**src/rtl/load_unit_pipelined.sv**
```systemverilog
// Pipelined load unit: up to DEPTH in-order loads outstanding to the data cache, results formatted in order.
// Optional misaligned-access trap enabled by defining LDU_MISALIGNED_CHECK_EN.

`ifndef MM_CODE_BASE
`define MM_CODE_BASE      32'h0000_1000
`define MM_CODE_END       32'h0000_FFFF
`define MM_INT_TABLE_BASE 32'h0001_0000
`define MM_INT_TABLE_END  32'h0001_03FF
`define MM_INT_NVM_BASE   32'h0002_0000
`define MM_INT_NVM_END    32'h0003_FFFF
`define MM_EXT_NVM_BASE   32'h2000_0000
`define MM_EXT_NVM_END    32'h3FFF_FFFF
`endif

package load_unit_pipelined_pkg;
    typedef enum logic [2:0] {
        LDU_LB, LDU_LBU, LDU_LH, LDU_LHU, LDU_LW, LDU_LWU, LDU_LD, LDU_FLW
    } ldu_operation_t;

    typedef struct packed {
        logic [5:0] rob_tag;
        logic [4:0] dest_reg;
    } instr_packet_t;
endpackage

module load_unit_pipelined
    import load_unit_pipelined_pkg::*;
#(
    parameter int XLEN  = 32,
    parameter int DEPTH = 4
) (
    input  logic            clk_i,
    input  logic            rst_n_i,
    input  logic            valid_operation_i,
    input  ldu_operation_t  operation_i,
    input  logic [XLEN-1:0] load_address_i,
    input  instr_packet_t   instr_packet_i,
    output logic            ready_o,
    input  logic            flush_i,
    input  logic            cache_ctrl_ready_i,
    output logic            cache_ctrl_read_o,
    output logic [XLEN-1:0] cache_ctrl_address_o,
    output logic            cache_ctrl_cachable_o,
    input  logic            cache_ctrl_data_valid_i,
    input  logic [XLEN-1:0] cache_ctrl_data_i,
    output logic            data_valid_o,
    output logic [XLEN-1:0] loaded_data_o,
    output logic [XLEN-1:0] load_address_o,
    output instr_packet_t   instr_packet_o,
    output logic            idle_o
`ifdef LDU_MISALIGNED_CHECK_EN
    ,
    output logic            misaligned_o
`endif
);

    localparam int OFF_W = $clog2(XLEN / 8);
    localparam int PTR_W = $clog2(DEPTH);
    localparam logic [PTR_W:0] FULL = (PTR_W + 1)'(DEPTH);

    logic [PTR_W-1:0] head_q, tail_q;
    logic [PTR_W:0]   count_q;
    ldu_operation_t   op_q   [DEPTH];
    logic [XLEN-1:0]  addr_q [DEPTH];
    instr_packet_t    pkt_q  [DEPTH];
    logic [DEPTH-1:0] killed_q;

    logic            push, pop, base_ready;
    logic [XLEN-1:0] fmt_data;

    function automatic logic in_region(input logic [XLEN-1:0] a,
                                       input logic [XLEN-1:0] lo,
                                       input logic [XLEN-1:0] hi);
        return (a >= lo) && (a <= hi);
    endfunction

    function automatic logic [XLEN-1:0] format_word(input ldu_operation_t op,
                                                    input logic [OFF_W-1:0] lane,
                                                    input logic [XLEN-1:0] w);
        logic [XLEN-1:0] b_sh, h_sh;
        b_sh = w >> {lane, 3'b000};
        h_sh = w >> {lane[OFF_W-1:1], 4'b0000};
        case (op)
            LDU_LB:  return XLEN'($signed(b_sh[7:0]));
            LDU_LBU: return XLEN'(b_sh[7:0]);
            LDU_LH:  return XLEN'($signed(h_sh[15:0]));
            LDU_LHU: return XLEN'(h_sh[15:0]);
            LDU_LWU: return XLEN'(w[31:0]);
            LDU_LD:  return w;
            default: return XLEN'($signed(w[31:0]));
        endcase
    endfunction

    assign base_ready = (count_q != FULL) & cache_ctrl_ready_i & !flush_i;
    assign pop        = cache_ctrl_data_valid_i & (count_q != '0);

    assign cache_ctrl_address_o  = {load_address_i[XLEN-1:OFF_W], {OFF_W{1'b0}}};
    assign cache_ctrl_cachable_o =
        in_region(load_address_i, XLEN'(`MM_CODE_BASE),      XLEN'(`MM_CODE_END))      |
        in_region(load_address_i, XLEN'(`MM_INT_TABLE_BASE), XLEN'(`MM_INT_TABLE_END)) |
        in_region(load_address_i, XLEN'(`MM_INT_NVM_BASE),   XLEN'(`MM_INT_NVM_END))   |
        in_region(load_address_i, XLEN'(`MM_EXT_NVM_BASE),   XLEN'(`MM_EXT_NVM_END));

`ifdef LDU_MISALIGNED_CHECK_EN
    logic req_misaligned, mis_accept;

    always_comb begin
        req_misaligned = 1'b0;
        case (operation_i)
            LDU_LH, LDU_LHU:          req_misaligned = load_address_i[0];
            LDU_LW, LDU_LWU, LDU_FLW: req_misaligned = |load_address_i[1:0];
            LDU_LD:                   req_misaligned = |load_address_i[OFF_W-1:0];
            default:                  req_misaligned = 1'b0;
        endcase
    end

    // A trapped load never reaches the cache, so it only waits for the queue to drain.
    assign ready_o           = req_misaligned ? ((count_q == '0) & !flush_i) : base_ready;
    assign cache_ctrl_read_o = valid_operation_i & ready_o & !req_misaligned;
    assign mis_accept        = valid_operation_i & ready_o & req_misaligned;
`else
    assign ready_o           = base_ready;
    assign cache_ctrl_read_o = valid_operation_i & ready_o;
`endif

    assign push = cache_ctrl_read_o;

    always_ff @(posedge clk_i or negedge rst_n_i) begin
        if (!rst_n_i) begin
            head_q   <= '0;
            tail_q   <= '0;
            count_q  <= '0;
            killed_q <= '0;
        end else begin
            if (push) tail_q <= tail_q + 1'b1;
            if (pop)  head_q <= head_q + 1'b1;
            case ({push, pop})
                2'b10:   count_q <= count_q + 1'b1;
                2'b01:   count_q <= count_q - 1'b1;
                default: count_q <= count_q;
            endcase
            // Bits of empty slots are don't-care; a push always clears its own slot.
            if (flush_i)   killed_q         <= '1;
            else if (push) killed_q[tail_q] <= 1'b0;
        end
    end

    always_ff @(posedge clk_i) begin
        if (push) begin
            op_q[tail_q]   <= operation_i;
            addr_q[tail_q] <= load_address_i;
            pkt_q[tail_q]  <= instr_packet_i;
        end
    end

    assign fmt_data = format_word(op_q[head_q], addr_q[head_q][OFF_W-1:0], cache_ctrl_data_i);

    always_ff @(posedge clk_i or negedge rst_n_i) begin
        if (!rst_n_i) begin
            data_valid_o   <= 1'b0;
            loaded_data_o  <= '0;
            load_address_o <= '0;
            instr_packet_o <= '0;
`ifdef LDU_MISALIGNED_CHECK_EN
            misaligned_o   <= 1'b0;
`endif
        end else begin
            data_valid_o <= 1'b0;
`ifdef LDU_MISALIGNED_CHECK_EN
            misaligned_o <= 1'b0;
            if (mis_accept) begin
                data_valid_o   <= 1'b1;
                misaligned_o   <= 1'b1;
                loaded_data_o  <= '0;
                load_address_o <= load_address_i;
                instr_packet_o <= instr_packet_i;
            end else
`endif
            if (pop && !killed_q[head_q] && !flush_i) begin
                data_valid_o   <= 1'b1;
                loaded_data_o  <= fmt_data;
                load_address_o <= addr_q[head_q];
                instr_packet_o <= pkt_q[head_q];
            end
        end
    end

    assign idle_o = (count_q == '0) & !data_valid_o;

endmodule

```
**config.mk**
```make
export PLATFORM = sky130hd
export DESIGN_NAME = load_unit_pipelined
export DESIGN_NICKNAME = d
export VERILOG_FILES = /design/src/rtl/load_unit_pipelined.sv
export SDC_FILE = /design/constraint.sdc
export NUM_CORES = 1
export LEC_CHECK = 0
export ABC_AREA = 1
export CAP_MARGIN = 10
export CELL_PAD_IN_SITES_DETAIL_PLACEMENT = 1
export CELL_PAD_IN_SITES_GLOBAL_PLACEMENT = 1
export CORE_MARGIN = 3
export CORE_UTILIZATION = 39
export CTS_BUF_LIST = sky130_fd_sc_hd__clkbuf_8
export DETAILED_ROUTE_END_ITERATION = 10
export PLACE_DENSITY_LB_ADDON = 0.1
export SETUP_SLACK_MARGIN = 0.3
export SLEW_MARGIN = 10
export SYNTH_ARGS = -nofsm -noshare
export SYNTH_HDL_FRONTEND = slang
export SYNTH_SLANG_ARGS = --single-unit
```
**constraint.sdc**
```tcl
create_clock -name clk_i -period 3.05 [get_ports clk_i]
set_input_delay 0.4575 -clock clk_i [delete_from_list [all_inputs] [get_ports clk_i]]
set_output_delay 0.4575 -clock clk_i [all_outputs]
set_load 0.01 [all_outputs]
```
; ---- After elaboration in Yosys (flattened, before gate mapping)
; Memory sizes are Yosys's and may differ from the RTL's. A register that Yosys moved wholly into a read port is not among the register bits.
; Cells that the tools add are included.
[totals]
register_bits = 76
ramBits = 184
input_bits = 84
out_inout_bits = 112
elab_cells = 70
n_memories = 3
[memory_table]
columns = memory, depth, word_bits, rd, rd_clocked_by_memory_dff, wr, line
row1 = addr_q, 4, 32, 1, 0, 1, 64  ; logic [XLEN-1:0] addr_q [DEPTH];
row2 = pkt_q, 4, 11, 1, 1, 1, 65  ; instr_packet_t pkt_q [DEPTH];
row3 = op_q, 4, 3, 1, 0, 1, 63  ; ldu_operation_t op_q [DEPTH];
[op_classes]
add_sub_neg = 4
magnitude_cmp = 11
eq_ne = 6
shift = 2
n_mux = 11
bitwise_logic = 10
reduce_logical = 16
[op_table]
columns = cell, count
row1 = $pmux W32 S4, 1
row2 = $ge A32 B13 Y1 const B, 1
row3 = $ge A32 B17 Y1 const B, 1
row4 = $ge A32 B18 Y1 const B, 1
row5 = $ge A32 B30 Y1 const B, 1
row6 = $le A32 B16 Y1 const B, 1
row7 = $le A32 B17 Y1 const B, 1
row8 = $le A32 B18 Y1 const B, 1
row9 = $le A32 B30 Y1 const B, 1
row10 = $shr A32 B5 Y16, 1
row11 = $shr A32 B5 Y8, 1
row12 = $mux W4, 2
row13 = $logic_and A1 B1 Y1, 7
row14 = $eq A3 B2 Y1 const B, 2
row15 = $logic_not A3 Y1, 2
row16 = $lt A2 B3 Y1 const B, 2
row17 = $pmux W3 S2, 1
row18 = $and A1 B1 Y1, 5
row19 = $mux W1, 5
row20 = $add A2 B1 Y2 const B, 2
row21 = $and A4 B4 Y4, 1
row22 = $logic_not A1 Y1, 4
row23 = $not A4 Y4, 1
row24 = $reduce_bool A2 Y1, 2
row25 = other kinds (11), 13

; ---- Depth between registers and ports, before layout
; Gate-level depths: netlist of run 1.
[logic_depth]
word_depth = 8
mapped_depth = 13
mapped_depth_nobuf = 12

; ---- Least setup slack after synthesis of run 1
; No wires, ideal clock.
[synth_path]
path_type = input to register
start = input flush_i
end = memory addr_q[0][0] (enable)
setup_time_ns = 0.450
t_arrival_ns = 3.150
t_required_ns = 2.600
setup_slack_ns = -0.550
path_stages = 6
n_path_buf = 1
cell_sequence = inv_1 -> nand2_1 -> a31oi_1 -> nand2_1 -> clkbuf_1 -> nor2_1
[synth_via]
elab_chain_len = 5
[synth_rtl]
columns = element, line
row1 = "start, declared", 39  ; input logic flush_i,
row2 = $logic_not A1 Y1, 94  ; assign base_ready = (count_q != FULL) & cache_ctrl_ready_i & !flush_i;
row3 = $and A1 B1 Y1, 94
row4 = named net ready_o, 38  ; output logic ready_o,
row5 = $and A1 B1 Y1, 123  ; assign cache_ctrl_read_o = valid_operation_i & ready_o;
row6 = $mux W1, 149  ; if (push) begin
row7 = $mux W1 (not written as such), 151  ; addr_q[tail_q] <= load_address_i;
row8 = "end, declared", 64
; The timed path passes the listed nets, and every way through them passes these cells.

; ---- Final worst setup path of run 1
[layout_path]
start = input flush_i
end = output cache_ctrl_read_o
[layout_via]
elab_chain_len = 3
[layout_rtl]
columns = element, line
row1 = $logic_not A1 Y1, 94
row2 = $and A1 B1 Y1, 94
row3 = $and A1 B1 Y1, 123
row4 = "end, declared", 41  ; output logic cache_ctrl_read_o,
; No other way between the ends.

==> out/results.tsv, run 1 <==
stage	metric	value	unit
layout	fraction of layout cells with a size suffix above 1	9.66	%
run	Max-Cap Viols	0	
logic_synthesis	Mean Syn Cell Area	10.7	µm²
sta	highest clock rate	390	MHz
drt	final antenna-violating net count	0	
critical_path	worst path cell trace	clkdlybuf4s50_1 > inv_1 > nand2_1 > a31oi_1 > nand2_1 > inv_1 > clkdlybuf4s50_1	
global_routing	remaining global-route overflow	0	
placement	post-place setup slack	0.204	ns
critical_path	highest fanout seen on the critical path	5	
floorplan	Starting Density	39.7	%
global_routing	pin count of the biggest net entering global routing	96	
global_routing	first-pass GRT wire length	47100	µm
power_and_ir_drop	leakage power	5.76	nW
critical_path	number of buffer and inverter stages on the critical path	4	
power_and_ir_drop	share of total power consumed by net switching	36.6	%
cts	number of buffers created by CTS	48	
sta	Worst Slack Setup Final	0.484	ns
drt	vias post-DR	8291	
drt	Residual DRC	0	
critical_path	critical path startpoint category	input pin	
sta	setup_tns	0	ns
drt	drt first pass iters	4	
logic_synthesis	cell types with the largest area share after synthesis	sky130_fd_sc_hd__edfxtp_1 48%, sky130_fd_sc_hd__dfrtp_1 19%, sky130_fd_sc_hd__nor2_1 7.4%	
floorplan	total core area	28800	µm²
critical_path	critical path type	in2out	
layout	relative area change from synthesis to final layout	28.2	%
cts	clock sink count	271	
power_and_ir_drop	Flop pwr share	37.6	%
layout	Final nets	1344	
global_routing	Overall Global Routing Usage	19.1	%
power_and_ir_drop	clock network fraction of total power	24.1	%
logic_synthesis	register area share after synthesis	67.4	%
sta	endpoints failing setup	0	
run_status	status	completed	
logic_synthesis	cells after synthesis	1067	
logic_synthesis	portion of synthesized cell area occupied by the leading cell type	48.3	%
sta	unrepaired setup endpoints after global routing	false	
floorplan	die width	177	µm
logic_synthesis	post-synthesis register bit count	271	
logic_synthesis	number of warnings reported in the yosys synthesis log	0	
logic_synthesis	number of library cell types mapped by synthesis	34	
drt	Routed Wire Length	30100	µm
placement	cell area reported after detailed placement	13700	µm²
drt	Via-to-Cell Ratio	4.94	
sta	fraction of the cycle the final worst path needs	84.1	%
logic_synthesis	netlist area before placement	11400	µm²
cts	CTS H-tree lvls	2	
drt	Starting DRT DRC Count	342	
placement	count of port buffers added during placement	193	
power_and_ir_drop	pwr/cell area	918	nW/µm²
sta	Worst-Margin Slew	0.536	ns
critical_path	signal arrival time at the worst endpoint	2.11	ns
cts	latest clock arrival within the worst-skew pair	0.56	ns
layout	leading cell type in the layout, fill and taps excluded	sky130_fd_sc_hd__nor2_1	
logic_synthesis	biggest area consumer among synthesized cells	sky130_fd_sc_hd__edfxtp_1	
sta	number of max-slew violations in the final report	0	
sta	final hold viol count	0	
power_and_ir_drop	net switching power	4.92	mW
cts	clock slew seen by the registers of the worst setup and hold paths	0.06	ns
drt	final routed wire length divided by cell count	17.9	µm
critical_path	Slowest Stage Delay on Critical Path	0.54	ns
cts	clock root buffer	sky130_fd_sc_hd__clkbuf_8	
layout	top library cells by usage in the layout, fill and taps aside	220 x sky130_fd_sc_hd__nor2_1, 191 x sky130_fd_sc_hd__clkdlybuf4s50_1, 184 x sky130_fd_sc_hd__edfxtp_1, 140 x sky130_fd_sc_hd__nand2_1, 99 x sky130_fd_sc_hd__o21ai_0	
placement	Final Wtd Congestion	0.830	
worst_hold_path	type of the tightest min-delay check	in2async	
layout	cell area after layout	14700	µm²
sta	Slew Limit Headroom	64.2	%
critical_path	CP Capture Type	primary output	
power_and_ir_drop	part of the power in combinational logic	38.3	%
cts	clock tree from TritonCTS	yes	
critical_path	required time reported for the critical path endpoint	2.59	ns
global_routing	vias in the first global route	8610	
critical_path	family of cells with the greatest summed delay on the critical path	buffers and inverters	
floorplan	placement row count	62	
power_and_ir_drop	internal portion of total power	8.54	mW
floorplan	Die Ht	177	µm
power_and_ir_drop	IR drop worst, VDD	0.371	mV
sta	worst clock skew	0.0336	ns
placement	HPWL reported at the end of detailed placement	19400	µm
global_routing	number of antenna violations at the first check in global routing	2	
sta	shortest clock period the worst path allows after layout	2.57	ns
cts	Bufs on Longest Clock Path	3	
critical_path	cell at the slowest stage of the critical path	sky130_fd_sc_hd__clkdlybuf4s50_1	
floorplan	number of placed I/O pins	196	
floorplan	die area	31400	µm²
## synth_stat cells, drive strengths merged
cell type and number:
a31oi 42, edfxtp 184, or2 18, nand4 2, conb 1, buf 70, clkbuf 15, nor2 227
o21ai 101, nand3 65, nor4 3, nand2 147, a21oi 27, dfrtp 87, inv 67, xor2 3
ha 5, xnor2 1, nand3b 1, fa 1
## power by group through the flow
stage	Clock (mW)	Combinational, mW	Sequential, mW
global route	3.53	5.80	5.15
finish	3.25	5.16	5.06
CTS	3.36	5.24	5.08
detailed placement	0	5.22	5.14
global placement	0	5.09	5.13
floorplan	0	2.87	5.23
## kinds of logic after synthesis
logic type                 synth area share [%]
and+or+nand+nor                            17.1
adders and majority gates                 0.722
xor gates and xnor gates                  0.306
AOI/OAI and AO/OA                          7.93
DFF                                        67.4
other                                    0.0328
buffers and inverters                      6.58
## what timing repair did
item,CTS,global route
endpoints found under the hold margin,35,0
resized for setup,2,1
hold buffers,1,0
endpoints found under the setup margin,1,24
setup buffers,0,0
## path summary, 6_finish.rpt
path	from	to	slack, ns	depth (start not counted)
setup / recovery	flush_i	cache_ctrl_read_o	0.48	7
hold / removal	rst_n_i	loaded_data_o[6]$_DFFE_PN0P_	0.44	2
setup reg to reg	head_q[1]$_DFFE_PN0P_	loaded_data_o[19]$_DFFE_PN0P_	0.59	8
hold reg to reg	loaded_data_o[5]$_DFFE_PN0P_	loaded_data_o[5]$_DFFE_PN0P_	0.48	2
max in group asynchronous	rst_n_i	load_address_o[16]$_DFFE_PN0P_	1.90	3
min in group clk_i	loaded_data_o[5]$_DFFE_PN0P_	loaded_data_o[5]$_DFFE_PN0P_	0.48	2
## area by class of cell
type	count	area [µm²]
fillers	3120	14100
flip-flops and latches	271	7710
multi-input cells	645	3030
repair buffers	221	2230
clock buffers	57	785
well taps	384	480
inverters	67	254
clock inverters	33	175
diodes	1	2.50
## flip-flops by register name, indices dropped and copies added (netlist names)
register and flops:
addr_q 128, count_q 3, data_valid_o 1, head_q 2, instr_packet_o 11, killed_q 4, load_address_o 32, loaded_data_o 32
op_q 12, pkt_q 44, tail_q 2
## per-stage QoR
step	cells	power [mW]	hold slack [ns]	util, %
2_1_floorplan	1068	8.10	0.162	-
4_1_cts	1678	13.7	0.441	50.9
6_report	1679	13.5	0.436	50.9
5_1_grt	1679	14.5	0.475	50.9
3_5_place_dp	1587	10.4	0.468	47.5
3_3_place_gp	1587	10.2	0.461	47.5
## metal layers
layer  part of all wire (%)  track usage, %  wire (µm)
met1                     44            25.0      13400
met2                     49            32.9      14800
met4                    1.6            4.81        483
met5                  0.037               0         11
met3                    4.7            3.52       1420
Note: power is estimated with default switching activity, not from simulation.
==> run 2: changes to the inputs <==
--- a/config.mk
+++ b/config.mk
@@ -10,7 +10,7 @@
 export CELL_PAD_IN_SITES_DETAIL_PLACEMENT = 1
 export CELL_PAD_IN_SITES_GLOBAL_PLACEMENT = 1
 export CORE_MARGIN = 3
-export CORE_UTILIZATION = 39
+export CORE_UTILIZATION = 43
 export CTS_BUF_LIST = sky130_fd_sc_hd__clkbuf_8
 export DETAILED_ROUTE_END_ITERATION = 10
 export PLACE_DENSITY_LB_ADDON = 0.1
==> constraint.sdc (replaced) <==
create_clock -name clk_i -period 2.4 [get_ports clk_i]
set_input_delay 0.36 -clock clk_i [delete_from_list [all_inputs] [get_ports clk_i]]
set_output_delay 0.36 -clock clk_i [all_outputs]
set_load 0.01 [all_outputs]
==> run 2 against run 1 <==
Final cell count decreased by 1.5%. Sequential share of layout area fell by 0.82 points. Final area is 1.6% higher. Clock power rose by 22%. Routed wire length shrank 0.31%. Combinational power rose by 34%. Flip-flop and latch count unchanged. Setup slack lost 0.12 ns. Worst hold slack worse by 0.16 ns. Non-clock buffer count up 33. Register-to-register slack got worse by 0.11 ns. Global-route usage rose by 1.9 points. Critical endpoint is now cache_ctrl_cachable_o.
==> out/results.tsv, run 2 (synthesis gave the netlist of run 1 again) <==
stage	metric	value	unit	change
power_and_ir_drop	IR drop worst, VDD	0.526	mV	was 0.371 mV
floorplan	total core area	26100	µm²	was 28800 µm²
critical_path	number of cells traversed by the worst register-to-register path	11		was 8
layout	top flop regs	addr_q (128), pkt_q (44)		unchanged
run_status	status	completed		unchanged
layout	flip-flop count of the largest register after layout	128		unchanged
placement	Final Wtd Congestion	0.794		was 0.830
worst_hold_path	type of the tightest min-delay check	in2reg		was in2async
global_routing	met3 Usage GRT	3.92	%	was 3.52%
sta	final worst hold slack	0.279	ns	was 0.436 ns
global_routing	remaining global-route overflow	0		unchanged
drt	final antenna-violating net count	0		unchanged
drt	Via-to-Cell Ratio	5.01		was 4.94
cts	clock slew seen by the registers of the worst setup and hold paths	0.06	ns	about the same
critical_path	worst flop-to-flop path startpoint	head_q[0]$_DFFE_PN0P_		was head_q[1]$_DFFE_PN0P_
layout	Non-Filler Instances	1653		was 1679
critical_path	worst reg2reg endpoint	loaded_data_o[18]$_DFFE_PN0P_		was loaded_data_o[19]$_DFFE_PN0P_
cts	clock sink count	271		unchanged
placement	HPWL reported at the end of detailed placement	19800	µm	was 19400 µm
worst_hold_path	cell count of the worst hold path	2		
global_routing	Overall Global Routing Usage	21.0	%	was 19.1%
power_and_ir_drop	Flop pwr share	37.1	%	was 37.6%
placement	post-place setup slack	-0.266	ns	was 0.204 ns
drt	vias post-DR	8284		was 8291
floorplan	Die Ht	169	µm	was 177 µm
placement	cell count after placement	1570		was 1587
cts	clock tree from TritonCTS	yes		unchanged
critical_path	signal arrival time at the worst endpoint	1.68	ns	was 2.11 ns
critical_path	critical path startpoint category	input pin		unchanged
global_routing	Global Route met1 Usage	27.1	%	was 25.0%
global_routing	grt peak-use layer	met2		unchanged
critical_path	highest fanout seen on the critical path	2		was 5
sta	shortest clock period the worst path allows after layout	2.04	ns	
critical_path	worst setup slack for register-to-register paths	0.48	ns	was 0.59 ns
sta	final hold viol count	0		unchanged
sta	number of max-slew violations in the final report	0		unchanged
critical_path	CP Capture Type	primary output		unchanged
sta	fraction of the cycle the final worst path needs	84.8	%	
power_and_ir_drop	net switching power	6.27	mW	was 4.92 mW
cts	Bufs on Longest Clock Path	3		unchanged
floorplan	die area	28600	µm²	was 31400 µm²
layout	top library cells by usage in the layout, fill and taps aside	220 x sky130_fd_sc_hd__nor2_1, 184 x sky130_fd_sc_hd__edfxtp_1, 184 x sky130_fd_sc_hd__clkdlybuf4s50_1, 136 x sky130_fd_sc_hd__nand2_1, 99 x sky130_fd_sc_hd__o21ai_0		was 220 x sky130_fd_sc_hd__nor2_1, 191 x sky130_fd_sc_hd__clkdlybuf4s50_1, 184 x sky130_fd_sc_hd__edfxtp_1, 140 x sky130_fd_sc_hd__nand2_1, 99 x sky130_fd_sc_hd__o21ai_0
floorplan	Starting Density	43.8	%	was 39.7%
layout	Final nets	1374		was 1344
drt	final routed wire length divided by cell count	18.1	µm	was 17.9 µm
critical_path	required time reported for the critical path endpoint	2.04	ns	was 2.59 ns
global_routing	number of antenna violations at the first check in global routing	2		unchanged
sta	endpoints failing setup	0		unchanged
power_and_ir_drop	part of the power in combinational logic	40.0	%	was 38.3%
sta	Worst Slack Setup Final	0.364	ns	was 0.484 ns
layout	n_diodes	0		was 1
layout	leading cell type in the layout, fill and taps excluded	sky130_fd_sc_hd__nor2_1		unchanged
power_and_ir_drop	leakage power	5.92	nW	was 5.76 nW
global_routing	first-pass GRT wire length	47200	µm	was 47100 µm
power_and_ir_drop	pwr/cell area	1160	nW/µm²	was 918 nW/µm²
power_and_ir_drop	clock network fraction of total power	22.9	%	was 24.1%
layout	top register by number of flip-flops	addr_q		unchanged
global_routing	global-route met2 utilization	36.8	%	was 32.9%
floorplan	placement row count	59		was 62
worst_hold_path	destination of the worst hold path	addr_q[2][15]$_DFFE_PP_		
cts	CTS H-tree lvls	2		unchanged
drt	drt first pass iters	4		unchanged
sta	unrepaired setup endpoints after global routing	true		was false
floorplan	die width	169	µm	was 177 µm
sta	worst clock skew	0.0192	ns	was 0.0336 ns
global_routing	pin count of the biggest net entering global routing	51		was 96
run	Max-Cap Viols	0		unchanged
layout	share of the core filled with cells	57.0	%	was 50.9%
layout	fraction of layout cells with a size suffix above 1	12.4	%	was 9.66%
power_and_ir_drop	internal portion of total power	11.0	mW	was 8.54 mW
cts	latest clock arrival within the worst-skew pair	0.54	ns	was 0.56 ns
layout	relative area change from synthesis to final layout	30.2	%	was 28.2%
placement	count of port buffers added during placement	193		unchanged
sta	highest clock rate	491	MHz	
drt	Starting DRT DRC Count	469		was 342
cts	clock root buffer	sky130_fd_sc_hd__clkbuf_8		unchanged
power_and_ir_drop	share of total power consumed by net switching	36.4	%	was 36.6%
drt	Residual DRC	0		unchanged
worst_hold_path	worst hold path startpoint	load_address_i[15]		
cts	number of buffers created by CTS	45		was 48
drt	Routed Wire Length	30000	µm	was 30100 µm
critical_path	critical path type	in2out		unchanged
global_routing	vias in the first global route	8847		was 8610
floorplan	number of placed I/O pins	196		unchanged
==> run 2: cell types whose count changed in the layout (fill, tap and decap cells not counted), sizes merged <==
| cell | before | now |
|---|---|---|
| clkdlybuf4s50 | 191 | 184 |
| clkdlybuf4s15 | 0 | 1 |
| dlymetal6s2s | 0 | 1 |
| clkinvlp | 2 | 0 |
| dlygate4sd2 | 1 | 5 |
| clkbuf | 57 | 55 |
| buf | 28 | 62 |
| diode | 1 | 0 |
| clkinv | 9 | 4 |
==> run 2: final cells by class <==
class | count | area [µm²]
multi-input combinational | 645 | 3100
fill | 2795 | 11200
clock inverter | 26 | 143
clock buffer | 55 | 757
tap | 335 | 419
timing repair buffer | 254 | 2510
inverter | 67 | 262
sequential | 271 | 7710
==> run 2: worst max path at each step <==
| stage | depth (start not counted) | slack (ns) | startpoint | to |
|---|---|---|---|---|
| floorplan | 6 | 0.35 | flush_i | addr_q[0][0]$_DFFE_PP_ |
| global placement | 9 | -0.21 | load_address_i[15] | cache_ctrl_cachable_o |
| detailed placement | 9 | -0.27 | load_address_i[15] | cache_ctrl_cachable_o |
| CTS | 9 | 0.24 | load_address_i[15] | cache_ctrl_cachable_o |
| global route | 9 | 0.28 | load_address_i[12] | cache_ctrl_cachable_o |
| finish | 9 | 0.36 | load_address_i[12] | cache_ctrl_cachable_o |
==> run 2: critical path, cell delays in order <==
cell and delay [ns]:
sky130_fd_sc_hd__dlygate4sd2_1 0.27, sky130_fd_sc_hd__nor4_4 0.33, sky130_fd_sc_hd__buf_4 0.16, sky130_fd_sc_hd__nor2_1 0.03
sky130_fd_sc_hd__nor2_1 0.12, sky130_fd_sc_hd__nand2_2 0.10, sky130_fd_sc_hd__nand3_1 0.07, sky130_fd_sc_hd__o21ai_0 0.09
sky130_fd_sc_hd__buf_2 0.15
==> run 2: routing by layer <==
metal / vias to the layer above / part of all wire [%]
met5: - / 0.087
met1: 4043 / 45
met2: 194 / 50
met3: 36 / 4.4
li1: 4007 / -
met4: 4 / 1.2
==> run 2: power groups by stage <==
stage | Combinational, mW | Clock (mW) | Sequential [mW]
3_3_place_gp | 6.67 | 0 | 6.45
4_1_cts | 6.91 | 4.09 | 6.39
3_5_place_dp | 6.86 | 0 | 6.47
2_1_floorplan | 3.68 | 0 | 6.65
5_1_grt | 7.72 | 4.33 | 6.50
6_report | 6.89 | 3.95 | 6.39
==> run 2: timing repair <==
action | CTS | global route
endpoints found under the hold margin | 30 | 0
gates resized for setup | 16 | 20
setup endpoints to repair | 7 | 33
hold buffers | 1 | 0
pin swaps | 2 | 5
setup buffers | 0 | 1
==> run 2: through the flow <==
step                      instance area (µm²)  setup TNS [ns]  power (mW)
after floorplan                         11500               0        10.3
after global placement                  13900          -0.214        13.1
after detailed placement                13900          -0.266        13.3
after CTS                               14800               0        17.4
after global routing                    14900               0        18.5
final                                   14900               0        17.2
